## config.mk

```make
export PLATFORM = sky130hd
export DESIGN_NAME = cc_gen_track
export DESIGN_NICKNAME = d
export VERILOG_FILES = /design/src/rtl/cc_gen_track.sv
export SDC_FILE = /design/constraint.sdc
export NUM_CORES = 1
export LEC_CHECK = 0
export BUFFER_PORTS_ARGS = -buffer_cell sky130_fd_sc_hd__buf_2
export CAP_MARGIN = 25
export CORE_AREA = 4 4 42 44
export DETAILED_ROUTE_END_ITERATION = 8
export DIE_AREA = 0 0 46 48
export HOLD_SLACK_MARGIN = 0.05
export PLACE_DENSITY = 0.71
export SYNTH_ARGS = -nofsm -noshare
export SYNTH_HDL_FRONTEND = slang
export SYNTH_SLANG_ARGS = --single-unit
```

## constraint.sdc

```tcl
create_clock -name clk -period 3.8 [get_ports clk]
set_input_delay 0.38 -clock clk [delete_from_list [all_inputs] [get_ports clk]]
set_output_delay 0.38 -clock clk [all_outputs]
set_load 0.01 [all_outputs]
```

## src/rtl/cc_gen_track.sv

```systemverilog
// LC-3b condition-code producer: holds n/z/p from writeback and counts in-flight
// CC-setting instructions so decode can stall branches until the CC is current.
module cc_gen_track #(
    parameter int         CNT_W    = 3,
    parameter logic [2:0] RESET_CC = 3'b010
) (
    input  logic        clk,
    input  logic        reset_n,
    input  logic        issue_valid,
    input  logic [3:0]  issue_opcode,
    output logic        issue_ready,
    input  logic        wb_valid,
    input  logic        wb_sets_cc,
    input  logic [15:0] wb_data,
    input  logic        flush,
    input  logic        br_req,
    output logic [2:0]  cc_out,
    output logic        cc_valid,
    output logic        br_stall,
    output logic        err_underflow
);

    localparam logic [CNT_W-1:0] CNT_MAX = '1;
    localparam logic [CNT_W-1:0] CNT_ONE = CNT_W'(1);

    logic [CNT_W-1:0] count;
    logic             setter_op;
    logic             wb_cc;
    logic             inc;
    logic             dec;
    logic [2:0]       wb_nzp;

    always_comb begin
        setter_op = 1'b0;
        case (issue_opcode)
            4'b0001, 4'b0101, 4'b1001,
            4'b0010, 4'b0110, 4'b1010,
            4'b1101: setter_op = 1'b1;
            default: setter_op = 1'b0;
        endcase
    end

    // A retire in the same cycle frees a slot, so a full counter can still accept an issue.
    assign wb_cc       = wb_valid & wb_sets_cc;
    assign dec         = wb_cc & (count != '0);
    assign issue_ready = (count != CNT_MAX) | dec;
    assign inc         = issue_valid & issue_ready & setter_op;
    assign cc_valid    = (count == '0);
    assign br_stall    = br_req & ~cc_valid;

    always_comb begin
        wb_nzp = 3'b000;
        if (wb_data == 16'h0000)
            wb_nzp = 3'b010;
        else if (wb_data[15])
            wb_nzp = 3'b100;
        else
            wb_nzp = 3'b001;
    end

    always_ff @(posedge clk or negedge reset_n) begin
        if (!reset_n) begin
            count         <= '0;
            cc_out        <= RESET_CC;
            err_underflow <= 1'b0;
        end else begin
            if (flush)
                count <= '0;
            else if (inc && !dec)
                count <= count + CNT_ONE;
            else if (dec && !inc)
                count <= count - CNT_ONE;

            // CC follows every CC-writing retire, even one that underflows or coincides with a flush.
            if (wb_cc) begin
                cc_out <= wb_nzp;
                if (count == '0)
                    err_underflow <= 1'b1;
            end
        end
    end

endmodule

```

======== Word level (Yosys, flattened, before mapping) ========
Cells that the tools add are included.
storage, ports and cells
  register bits ........................... 7
  bits of input ports ..................... 27
  output and inout bits ................... 7
  word-level logic and storage cells ...... 36
operators by class
  add/subtract/negate cells ............... 2
  eq/ne operators ......................... 8
  multiplexer cells ....................... 6
  bitwise gates (word level) .............. 7
  reduce and logical (&&, ||, !) cells .... 10
operators by type and width
  kind                                                                 count
  16-bit zero test                                                     1
  3-bit 2-to-1 mux                                                     5
  4-bit == test (second input constant)                                3
  4-bit by 3-bit == test with 1-bit output (second input constant)     2
  7-bit OR reduction                                                   1
  3-bit nonzero test                                                   2
  1-bit bitwise AND                                                    5
  4-bit by 1-bit == test with 1-bit output (second input constant)     1
  4-bit by 2-bit == test with 1-bit output (second input constant)     1
  3-bit by 1-bit adder with 3-bit output (second input constant)       1
  3-bit zero test                                                      1
  3-bit != test (second input constant)                                1
  3-bit by 1-bit subtractor with 3-bit output (second input constant)  1
  1-bit logical AND                                                    2
  1-bit zero test                                                      2
  2-bit AND reduction                                                  1
  1-bit 2-to-1 mux                                                     1
  1-bit inverter                                                       1
  1-bit OR                                                             1

======== Logic depth before layout (Yosys ltp) ========
Gate-level depths: netlist of run 1.
  depth in word-level cells ............... 10
  gate-level depth with buffers ........... 8
  depth with buffers taken out ............ 8

======== Worst setup path before layout of run 1 ========
No wires, ideal clock.
  path type ............................... input port to flip-flop
  start ................................... input wb_valid
  end ..................................... register count[2]
  setup time .............................. 127 ps
  data arrival time ....................... 1,976 ps
  data required time ...................... 3,673 ps
  setup slack ............................. 1,696 ps
  cell stages on the path ................. 7
  path buffers ............................ 0
  cell sequence ........................... nand2_1 > nand4_1 > o21ai_1 > nor2_1 > fa_1 > o31a_1 > mux2_1
between the ends
  longest elaborated chain between the ends .. 8
  elaborated cells on any way between the ends .. 12
  those cells by class .................... mux: 2; bitwise: 5; reduce/logical: 5
RTL lines
  element                                                 RTL line  RTL
  from (decl)                                             12        input logic wb_valid,
  1-bit bitwise AND *                                     44        assign wb_cc = wb_valid & wb_sets_cc;
  1-bit bitwise AND *                                     45        assign dec = wb_cc & (count != '0);
  1-bit OR *                                              46        assign issue_ready = (count != CNT_MAX) | dec;
  via issue_ready                                         11        output logic issue_ready,
  1-bit bitwise AND * (2 in series)                       47        assign inc = issue_valid & issue_ready & setter_op;
  1-bit logical AND or 1-bit zero test (tied branches)    69, 71
  3-bit 2-to-1 mux or 1-bit logical AND (tied branches)   69, 71
  3-bit 2-to-1 mux or 3-bit nonzero test (tied branches)  --
  to (signal assigned)                                    70        count <= count + CNT_ONE;
  to (signal assigned)                                    72        count <= count - CNT_ONE;
  to (decl)                                               26        logic [CNT_W-1:0] count;
The timed path passes the listed nets; every way through them passes the cells marked *.
A chain may end at the register's enable or synchronous reset.

======== Final worst setup path of run 1 ========
  start ................................... input wb_valid
  end ..................................... register count[2]
between the ends
  longest elaborated chain between the ends .. 8
  elaborated cells on any way between the ends .. 12
  those cells by class .................... mux: 2; bitwise: 5; reduce/logical: 5
RTL lines
  element                                                 RTL line
  1-bit bitwise AND *                                     44
  1-bit bitwise AND *                                     45
  1-bit OR                                                46
  1-bit bitwise AND (2 in series)                         47
  1-bit logical AND or 1-bit zero test (tied branches)    69, 71
  3-bit 2-to-1 mux or 1-bit logical AND (tied branches)   69, 71
  3-bit 2-to-1 mux or 3-bit nonzero test (tied branches)  --
Mark *: on every way between the ends. The rest lies on a longest branch, timed or not.

==> impl_metrics.env, run 1 <==
export IMPL_syn_area_sq_um=455
export IMPL_skew_ps=5.90
export IMPL_synth_top_flop_cell="dfrtp_1"
export IMPL_synth_top_area_frac=0.330
export IMPL_rows=14
export IMPL_maxSlewViolCount=0
export IMPL_rsz0062_at_grt="no"
export IMPL_antenna_diode_count=0
export IMPL_crit_fanout=10
export IMPL_antenna_found_initial=0
export IMPL_dieArea_sq_um=2210
export IMPL_timing_rr_start="count[2]"
export IMPL_first_iter_violations=4
export IMPL_layout_drive_gt1_share=0.512
export IMPL_grt_overflow_total=0
export IMPL_criticalPathCategory="in -> reg"
export IMPL_fp_dieW_um=46
export IMPL_dp_cells=95
export IMPL_synthCells=46
export IMPL_vias=488
export IMPL_synth_net_count=74
export IMPL_worst_slew_pin_slew_ps=332
export IMPL_avgSynthCellArea_sq_um=9.90
export IMPL_async_flop_share=1.00
export IMPL_start_util=0.317
export IMPL_path_clk_slew_ps=60
export IMPL_period_share=0.521
export IMPL_yosys_area_top_type="dfrtp_1"
export IMPL_grt_usage=0.111
export IMPL_cts_buffers=3
export IMPL_status="completed"
export IMPL_ir_drop_v=0.000169
export IMPL_dr_pass1_iters=4
export IMPL_r2r_setup_slack_ps=1890
export IMPL_clk_latency_ps=250
export IMPL_clockBufferDepth=2
export IMPL_syn2layout_area_growth_pct=48.9
export IMPL_postRouteWirelength_um=1050
export IMPL_cts_resized=0
export IMPL_gp_congestion=0.818
export IMPL_cts_root_buf="clkbuf_4"
export IMPL_hold_path_end="err_underflow"
export IMPL_fin_setup_tns_ps=0
export IMPL_end_kind="flop"
export IMPL_synthTopCellsByCount="nor2_1, dfrtp_1, nor4_1, mux2_1, nand2_1"
export IMPL_hp_start="wb_sets_cc"
export IMPL_nets=113
export IMPL_dp_hpwl_um=897
export IMPL_final_area_sq_um=678
export IMPL_core_area_sq_um=1440
export IMPL_num_io_pins=34
export IMPL_grt_pass1_wl_um=1600
export IMPL_maxCapViolations=0
export IMPL_grt_max_degree=11
export IMPL_portBuffers=33
export IMPL_grt_pass1_vias=420
export IMPL_synthTopCellsByArea="dfrtp_1, mux2_1, nor2_1"
export IMPL_hold_class="in -> reg"
export IMPL_worstPathArrival_ps=2120
export IMPL_yosysMostFrequentCell="nor2_1"
export IMPL_rr_worst_depth=6
export IMPL_r2r_end="count[2]"
export IMPL_relSlewSlack=0.778
export IMPL_remaining_drc_errors=0
export IMPL_ys_seq_area_frac=0.387
export IMPL_fmax_ghz=0.505
export IMPL_drt_wirelength_per_cell_um=10.5
export IMPL_setup_worst_path_start_class="primary input"
export IMPL_yosysWarningCount=0
export IMPL_layoutNonFillerInstCount=100
export IMPL_synth_edf_count=0
export IMPL_synth_seq_cells=7
export IMPL_ys_types=24
export IMPL_min_path_cells=2
export IMPL_fp_dieH_um=48
export IMPL_finalHoldViolations=0
export IMPL_cp_required_ps=3940
export IMPL_placed_cell_area_sq_um=641
export IMPL_antenna_violating_nets_post_route=0
export IMPL_vias_per_cell=4.88
export IMPL_h_tree_depth=1
export IMPL_power_leakage_nw=0.329
export IMPL_cts_sinks=7
export IMPL_cts_tree="yes"
export IMPL_p_per_area_nw_per_um2=384
export IMPL_period_minus_slack_ps=1980
export IMPL_finalSetupViolCount=0
export IMPL_fin_util=0.472
[power by group]
group | internal, W | total (W) | switching [W] | leakage [nW]
sequential | 0.0000845 | 0.0000976 | 0.0000131 | 0.0839
clock | 0.0000385 | 0.0000676 | 0.0000291 | 0.0177
combinational | 0.0000472 | 0.0000953 | 0.0000481 | 0.228
total | 0.000170 | 0.000260 | 0.0000902 | 0.329
[worst max-delay path by stage]
stage	depth (start not counted)	endpoint	start
global route	8	count[2]	wb_valid
detailed placement	8	count[2]	wb_valid
floorplan	7	count[2]	wb_valid
finish	8	count[2]	wb_valid
CTS	8	count[2]	wb_valid
global placement	8	count[2]	wb_valid
[routing by layer]
metal | track usage | share of wire | vias up
met2 | 0.157 | 0.46 | 27
met3 | 0.0564 | 0.11 | 2
met4 | 0.0852 | 0.010 | 0
li1 | - | - | 249
met1 | 0.127 | 0.42 | 210
met5 | 0 | 0 | -
[per-stage QoR]
stage | total power (W) | hold WS [ps] | worst slack [ps]
5_1_grt | 0.000287 | 364 | 1720
3_3_place_gp | 0.000193 | 220 | 1580
2_1_floorplan | 0.000158 | 84.4 | 1700
3_5_place_dp | 0.000195 | 224 | 1550
4_1_cts | 0.000268 | 370 | 1830
6_report | 0.000260 | 381 | 1820
[flip-flops by register name, indices dropped and copies added (netlist names)]
register and flops:
cc_out 3, count 3, err_underflow 1
[repair_timing]
item	CTS	global route
hold buffers	1	0
endpoints found under the hold margin	6	0
buffers inserted	0	0
[critical path: stages]
cell and delay, ps:
buf_2 100, nand2_1 260, nand4_1 160, o21ai_1 130
nor2_1 80, fa_1 390, o31a_1 310, mux2_1 310
[layout by cell type (no fill, tap or decap)]
master	Yosys	final
and2b_1	1	1
o21ai_1	1	1
nor4_1	4	4
inv_1	2	2
nor2_1	8	8
a22o_1	1	1
a31oi_2	1	1
clkbuf_4	0	3
and3b_1	1	1
a31o_2	1	1
o31a_1	1	1
mux2_2	1	1
nor3_1	1	1
nand3_1	1	1
fa_1	1	1
o21ai_0	1	1
nand2_1	3	3
dlygate4sd3_1	0	1
nor3_4	1	1
dfrtp_1	6	6
dfstp_2	1	1
nor2b_1	2	2
buf_2	0	33
a31o_1	1	1
clkinv_2	0	1
nand4_1	2	2
a221oi_2	1	1
mux2_1	3	3
[logic make-up after synthesis]
family	synth area share
AND/OR/NAND/NOR	0.294
AO/OA/AOI/OAI	0.159
flip-flops	0.387
multiplexers	0.0989
buffers and inverters	0.0165
adder cells (fa/ha/maj)	0.0440
[area by class of cell]
type | count | area [sq um]
Clock buffer | 3 | 22.5
Clock inverter | 1 | 5.00
Fill cell | 151 | 758
Inverter | 2 | 7.51
Multi-Input combinational cell | 37 | 272
Sequential cell | 7 | 176
Tap cell | 16 | 20.0
Timing Repair Buffer | 34 | 175
Power figures use the tool's default switching activity.
==> run 2, diff against run 1 <==
- ABC_AREA: unset -> 1
- CORE_AREA: 4 4 42 44 -> 4 4 43 45
- DIE_AREA: 0 0 46 48 -> 0 0 47 49
- PLACE_DENSITY: 0.71 -> 0.73
- clock period: 3.8 -> 1.6 ns (I/O delays scaled with it)
==> run 2 against run 1 <==
The flow now finishes with violations (negative setup slack). First-iteration DRC count decreased by 75%. Via count increased by 25%. Clock skew decreased by 3.9 ps. Largest power group is now combinational logic. Clock-buffer cell count increased by 1. Final cell count increased by 31%. Clock power increased by 130%. Die area increased by 4.3%. Highest routed layer unchanged. Design area increased by 16%. Synthesized area increased by 6.0%. Critical endpoint unchanged. Sequential cell count unchanged. Register-to-register slack got worse by 1900 ps.
==> impl_metrics.env, run 2 <==
export IMPL_antenna_found_initial=0
export IMPL_drt_wirelength_per_cell_um=9.67
export IMPL_ir_drop_v=0.000399
export IMPL_r2r_end="count[2]"
export IMPL_dp_hpwl_um=1070
export IMPL_portBuffers=33
export IMPL_grt_pass1_wl_um=2050
export IMPL_slowest_delay_ps=400
export IMPL_clockBufferDepth=2
export IMPL_fp_dieW_um=47
export IMPL_timing_final_ws_setup_ps=-5.89
export IMPL_synth_top_flop_cell="dfrtp_1"
export IMPL_ys_seq_area_frac=0.365
export IMPL_end_kind="flop"
export IMPL_hold_path_end="cc_out[2]"
export IMPL_syn2layout_area_growth_pct=63.2
export IMPL_cp_required_ps=1790
export IMPL_grt_max_degree=8
export IMPL_final_area_sq_um=788
export IMPL_worst_slew_pin_slew_ps=232
export IMPL_h_tree_depth=1
export IMPL_relSlewSlack=0.844
export IMPL_core_area_sq_um=1470
export IMPL_cts_tree="yes"
export IMPL_syn_area_sq_um=483
export IMPL_fin_setup_tns_ps=-5.89
export IMPL_synth_edf_count=0
export IMPL_hp_start="wb_data[15]"
export IMPL_fp_dieH_um=49
export IMPL_cts_sinks=7
export IMPL_avgSynthCellArea_sq_um=7.10
export IMPL_grt_usage=0.120
export IMPL_grt_pass1_vias=553
export IMPL_top_regs="cc_out (3), count (3), err_underflow (1)"
export IMPL_period_minus_slack_ps=1610
export IMPL_power_leakage_nw=0.452
export IMPL_postRouteWirelength_um=1270
export IMPL_gp_congestion=0.828
export IMPL_finalHoldViolations=0
export IMPL_status="finished, violations left"
export IMPL_crit_fanout=3
export IMPL_synthTopCellsByCount="nand2_1, nor2_1, inv_1, dfrtp_1"
export IMPL_remaining_drc_errors=0
export IMPL_timing_rr_start="count[2]"
export IMPL_first_iter_violations=1
export IMPL_p_per_area_nw_per_um2=971
export IMPL_start_util=0.328
export IMPL_clk_latency_ps=250
export IMPL_ys_types=19
export IMPL_criticalPathCategory="reg -> reg"
export IMPL_hold_class="in -> reg"
export IMPL_dp_cells=122
export IMPL_grt_overflow_total=0
export IMPL_synth_net_count=96
export IMPL_path_clk_slew_ps=50
export IMPL_yosysMostFrequentCell="nand2_1"
export IMPL_synth_seq_cells=7
export IMPL_crit_chain="nand3_2 > nor2_4 > nor2_2 > nand3_2 > inv_2 > fa_2 > xor2_1 > inv_1 > nand2_1 > nand3_1 > nand2_1"
export IMPL_worstPathArrival_ps=1800
export IMPL_cts_buffers=3
export IMPL_synthTopCellsByArea="dfrtp_1, nand2_1, nor2_1"
export IMPL_rsz0062_at_grt="yes"
export IMPL_skew_ps=2.01
export IMPL_antenna_diode_count=0
export IMPL_antenna_violating_nets_post_route=0
export IMPL_rows=14
export IMPL_cts_root_buf="clkbuf_4"
export IMPL_min_path_cells=3
export IMPL_finalSetupViolCount=1
export IMPL_vias=608
export IMPL_r2r_setup_slack_ps=-6
export IMPL_synth_top_area_frac=0.311
export IMPL_yosysWarningCount=0
export IMPL_maxSlewViolCount=0
export IMPL_vias_per_cell=4.64
export IMPL_nets=144
export IMPL_num_io_pins=34
export IMPL_final_cell_mix="buf_2, nand2_1, nor2_1"
export IMPL_final_common_cell="buf_2"
export IMPL_placed_cell_area_sq_um=708
export IMPL_dr_pass1_iters=4
export IMPL_rr_worst_depth=11
export IMPL_synthCells=68
export IMPL_layout_drive_gt1_share=0.530
export IMPL_layoutNonFillerInstCount=131
export IMPL_maxCapViolations=0
export IMPL_async_flop_share=1.00
export IMPL_period_share=1.00
export IMPL_fmax_ghz=0.623
export IMPL_setup_worst_path_start_class="flop"
export IMPL_dieArea_sq_um=2300
export IMPL_violations="negative setup slack"
export IMPL_cp_slowest_cell="dfrtp_1"
export IMPL_yosys_area_top_type="dfrtp_1"
run 2: cell count changes after synthesis, moves of 2 or more:
cell and change:
nand2_1 +15, nand2_2 +4, nor2_1 +2, nor2b_1 -2, nor4_1 -2, inv_1 +6, nand3_2 +2, mux2_1 -3
nand4_1 +2, inv_2 +2, nor2_2 +2
run 2: kinds of logic after synthesis:
group,share of synthesized area
AND/OR/NAND/NOR,0.451
AO/OA/AOI/OAI,0.0363
flip-flops,0.365
buffers and inverters,0.0881
XOR/XNOR,0.0181
adder cells (fa/ha/maj),0.0415
run 2: how the worst max path moves through the flow:
stage / start / to / slack (ps)
after floorplan: count[2] / count[2] / -20
final: count[2] / count[2] / -6
after global routing: count[2] / count[2] / -140
after global placement: count[1] / count[1] / 20
after detailed placement: count[0] / count[2] / -30
after CTS: count[1] / count[1] / -7
run 2: critical path, delay by kind of cell, from the launching register on:
family	cells	cell delay, ps
and+or+nand+nor	7	550
xor gates and xnor gates	1	180
DFF	1	400
buffers and inverters	2	100
adders and majority gates	1	320
run 2: per-layer routing:
| metal | wire length [um] | global-route usage | vias to the layer above |
|---|---|---|---|
| met3 | 142 | 0.0221 | 5 |
| met2 | 607 | 0.190 | 33 |
| li1 | - | - | 311 |
| met4 | 37 | 0.0829 | 0 |
| met1 | 478 | 0.138 | 259 |
| met5 | 0 | 0 | - |
run 2: stage by stage:
stage / total power (W) / utilization / setup slack [ps] / hold slack (ps)
2_1_floorplan: 0.000427 / - / -17.9 / -136
3_3_place_gp: 0.000548 / 0.481 / 21.3 / 1.51
3_5_place_dp: 0.000563 / 0.481 / -29.4 / 3.49
4_1_cts: 0.000736 / 0.516 / -7.33 / 142
5_1_grt: 0.000820 / 0.536 / -141 / 187
6_report: 0.000765 / 0.536 / -5.89 / 144
run 2: where the power goes:
part           leakage [nW]  total (W)  internal [W]  switching, W
sequential           0.0823   0.000242      0.000210     0.0000315
clock                0.0150   0.000157     0.0000950     0.0000622
combinational         0.355   0.000366      0.000179      0.000187
run 2: layout make-up:
type / count / area, sq um
Clock buffer: 4 / 26.3
Fill cell: 155 / 683
Inverter: 11 / 42.5
Multi-Input combinational cell: 50 / 280
Sequential cell: 7 / 176
Tap cell: 16 / 20.0
Timing Repair Buffer: 43 / 243
run 2: what timing repair did:
item,CTS,global route
hold buffers,1,0
endpoints found under the setup margin,2,2
setup buffers,2,2
pin swaps,2,1
hold endpoints to repair,7,0
resized for setup,0,3
==> run 3, diff against run 2 <==
- GPL_TIMING_DRIVEN: unset -> 0
==> run 3 against run 2 <==
The flow still finishes with violations (negative setup slack). Power is 11% higher. Non-clock buffer count unchanged. Design area is 5.1% higher. Wire length up 18%. Sequential power barely moved. Final cell count unchanged. Critical path type unchanged. Critical endpoint unchanged.
==> impl_metrics.env, run 3 (synthesized netlist as in run 2, its figures left out) <==
export IMPL_ir_drop_v=0.000440
export IMPL_finalSetupViolCount=1
export IMPL_crit_chain="nand3_2 > nor2_4 > nor2_4 > nand3_4 > inv_2 > fa_2 > xor2_2 > inv_1 > nand2_1 > nand3_2 > nand2_2"
export IMPL_end_kind="flop"
export IMPL_p_per_area_nw_per_um2=1030
export IMPL_cts_sinks=7
export IMPL_grt_max_degree=8
export IMPL_cp_required_ps=1740
export IMPL_busiest_layer="met2"
export IMPL_worst_slew_pin_slew_ps=236
export IMPL_cts_buffers=3
export IMPL_cp_slowest_cell="dfrtp_1"
export IMPL_fp_dieH_um=49
export IMPL_rows=14
export IMPL_fp_dieW_um=47
export IMPL_dp_cells=117
export IMPL_fmax_ghz=0.603
export IMPL_vias_per_cell=4.69
export IMPL_worstPathArrival_ps=1800
export IMPL_antenna_found_initial=0
export IMPL_portBuffers=33
export IMPL_clockPowerShare=0.186
export IMPL_pwr_share_seq=0.281
export IMPL_postRouteWirelength_um=1500
export IMPL_violations="negative setup slack"
export IMPL_maxSlewViolCount=0
export IMPL_h_tree_depth=1
export IMPL_dp_slack_ps=-173
export IMPL_period_minus_slack_ps=1660
export IMPL_nets=144
export IMPL_combPwrFrac=0.533
export IMPL_p_int_w=0.000517
export IMPL_antenna_violating_nets_post_route=0
export IMPL_multi_input_area_sq_um=320
export IMPL_dieArea_sq_um=2300
export IMPL_grt_overflow_total=0
export IMPL_hold_class="in -> reg"
export IMPL_grt_pass1_wl_um=2190
export IMPL_slowest_delay_ps=400
export IMPL_status="finished, violations left"
export IMPL_use_met2=0.210
export IMPL_first_iter_violations=5
export IMPL_gp_congestion=0.814
export IMPL_remaining_drc_errors=0
export IMPL_power_leakage_nw=0.459
export IMPL_num_io_pins=34
export IMPL_r2r_setup_slack_ps=-60
export IMPL_relSlewSlack=0.841
export IMPL_dp_hpwl_um=1020
export IMPL_fin_util=0.563
export IMPL_regArea_sq_um=176
export IMPL_num_fill_cells=157
export IMPL_skew_ps=0.633
export IMPL_layoutNonFillerInstCount=131
export IMPL_syn2layout_area_growth_pct=71.5
export IMPL_final_common_cell="buf_2"
export IMPL_top_regs="cc_out (3), count (3), err_underflow (1)"
export IMPL_grt_pass1_vias=571
export IMPL_drt_wirelength_per_cell_um=11.5
export IMPL_placed_cell_area_sq_um=671
export IMPL_start_util=0.328
export IMPL_swShare=0.392
export IMPL_setup_worst_path_start_class="flop"
export IMPL_maxCapViolations=0
export IMPL_final_cell_mix="buf_2, nand2_1, nor2_1"
export IMPL_grtUsageMet1=0.139
export IMPL_clockBufferDepth=2
export IMPL_clk_latency_ps=250
export IMPL_dr_pass1_iters=3
export IMPL_criticalPathCategory="reg -> reg"
export IMPL_core_area_sq_um=1470
export IMPL_layout_drive_gt1_share=0.557
export IMPL_period_share=1.04
export IMPL_crit_fanout=3
export IMPL_finalHoldViolations=0
export IMPL_rsz0062_at_grt="yes"
export IMPL_grt_usage=0.131
export IMPL_use_met3=0.0332
export IMPL_vias=614
export IMPL_path_clk_slew_ps=50
export IMPL_timing_final_ws_setup_ps=-59.7
export IMPL_switching_power_w=0.000333
export IMPL_cts_root_buf="clkbuf_4"
export IMPL_cts_tree="yes"
export IMPL_final_area_sq_um=828
export IMPL_antenna_diode_count=0
-- run 3: final timing paths --
path | startpoint | to | depth (start not counted)
min in group asynchronous | reset_n | cc_out[0] | 2
max in group asynchronous | reset_n | cc_out[1] | 2
min | wb_data[15] | cc_out[2] | 3
max reg2reg | count[1] | count[2] | 11
min reg2reg | err_underflow | err_underflow | 1
max | count[1] | count[2] | 11
-- run 3: timing repair --
action	in CTS	in global routing
resized for setup	4	6
buffers inserted	5	4
endpoints found under the hold margin	7	0
pin swaps	2	4
endpoints found under the setup margin	2	2
hold buffers	1	0
-- run 3: per-stage QoR --
step           power, W  hold WS [ps]  setup TNS (ps)
4_1_cts        0.000772           141           -23.2
6_report       0.000850           147           -59.7
5_1_grt        0.000919           166            -228
2_1_floorplan  0.000427          -136           -17.9
3_3_place_gp   0.000512         -2.16            -164
3_5_place_dp   0.000531         -2.77            -289
-- run 3: power by group through the flow --
| stage | logic [W] | registers, W | clock network (W) |
|---|---|---|---|
| floorplan | 0.000184 | 0.000243 | 0 |
| global placement | 0.000269 | 0.000243 | 0 |
| detailed placement | 0.000286 | 0.000245 | 0 |
| CTS | 0.000370 | 0.000236 | 0.000167 |
| global route | 0.000501 | 0.000243 | 0.000175 |
| finish | 0.000453 | 0.000239 | 0.000158 |
-- run 3: critical path: cells and delay by family, from the launching register on --
kind,cells,cell delay [ps]
and+or+nand+nor,7,560
DFF,1,400
adders and majority gates,1,350
xor gates and xnor gates,1,160
buffers and inverters,2,90
-- run 3: layout make-up --
cell class	instances	area share
clock buffers	4	0.0317
multi-input cells	50	0.387
flip-flops and latches	7	0.213
repair buffers	43	0.293
well taps	16	0.0242
inverters	11	0.0514
-- run 3: metal layers --
layer  vias to the layer above  share of wire
met2                        36           0.51
met3                         8           0.11
met5                         -              0
met1                       264           0.33
met4                         0          0.047
li1                        306              -
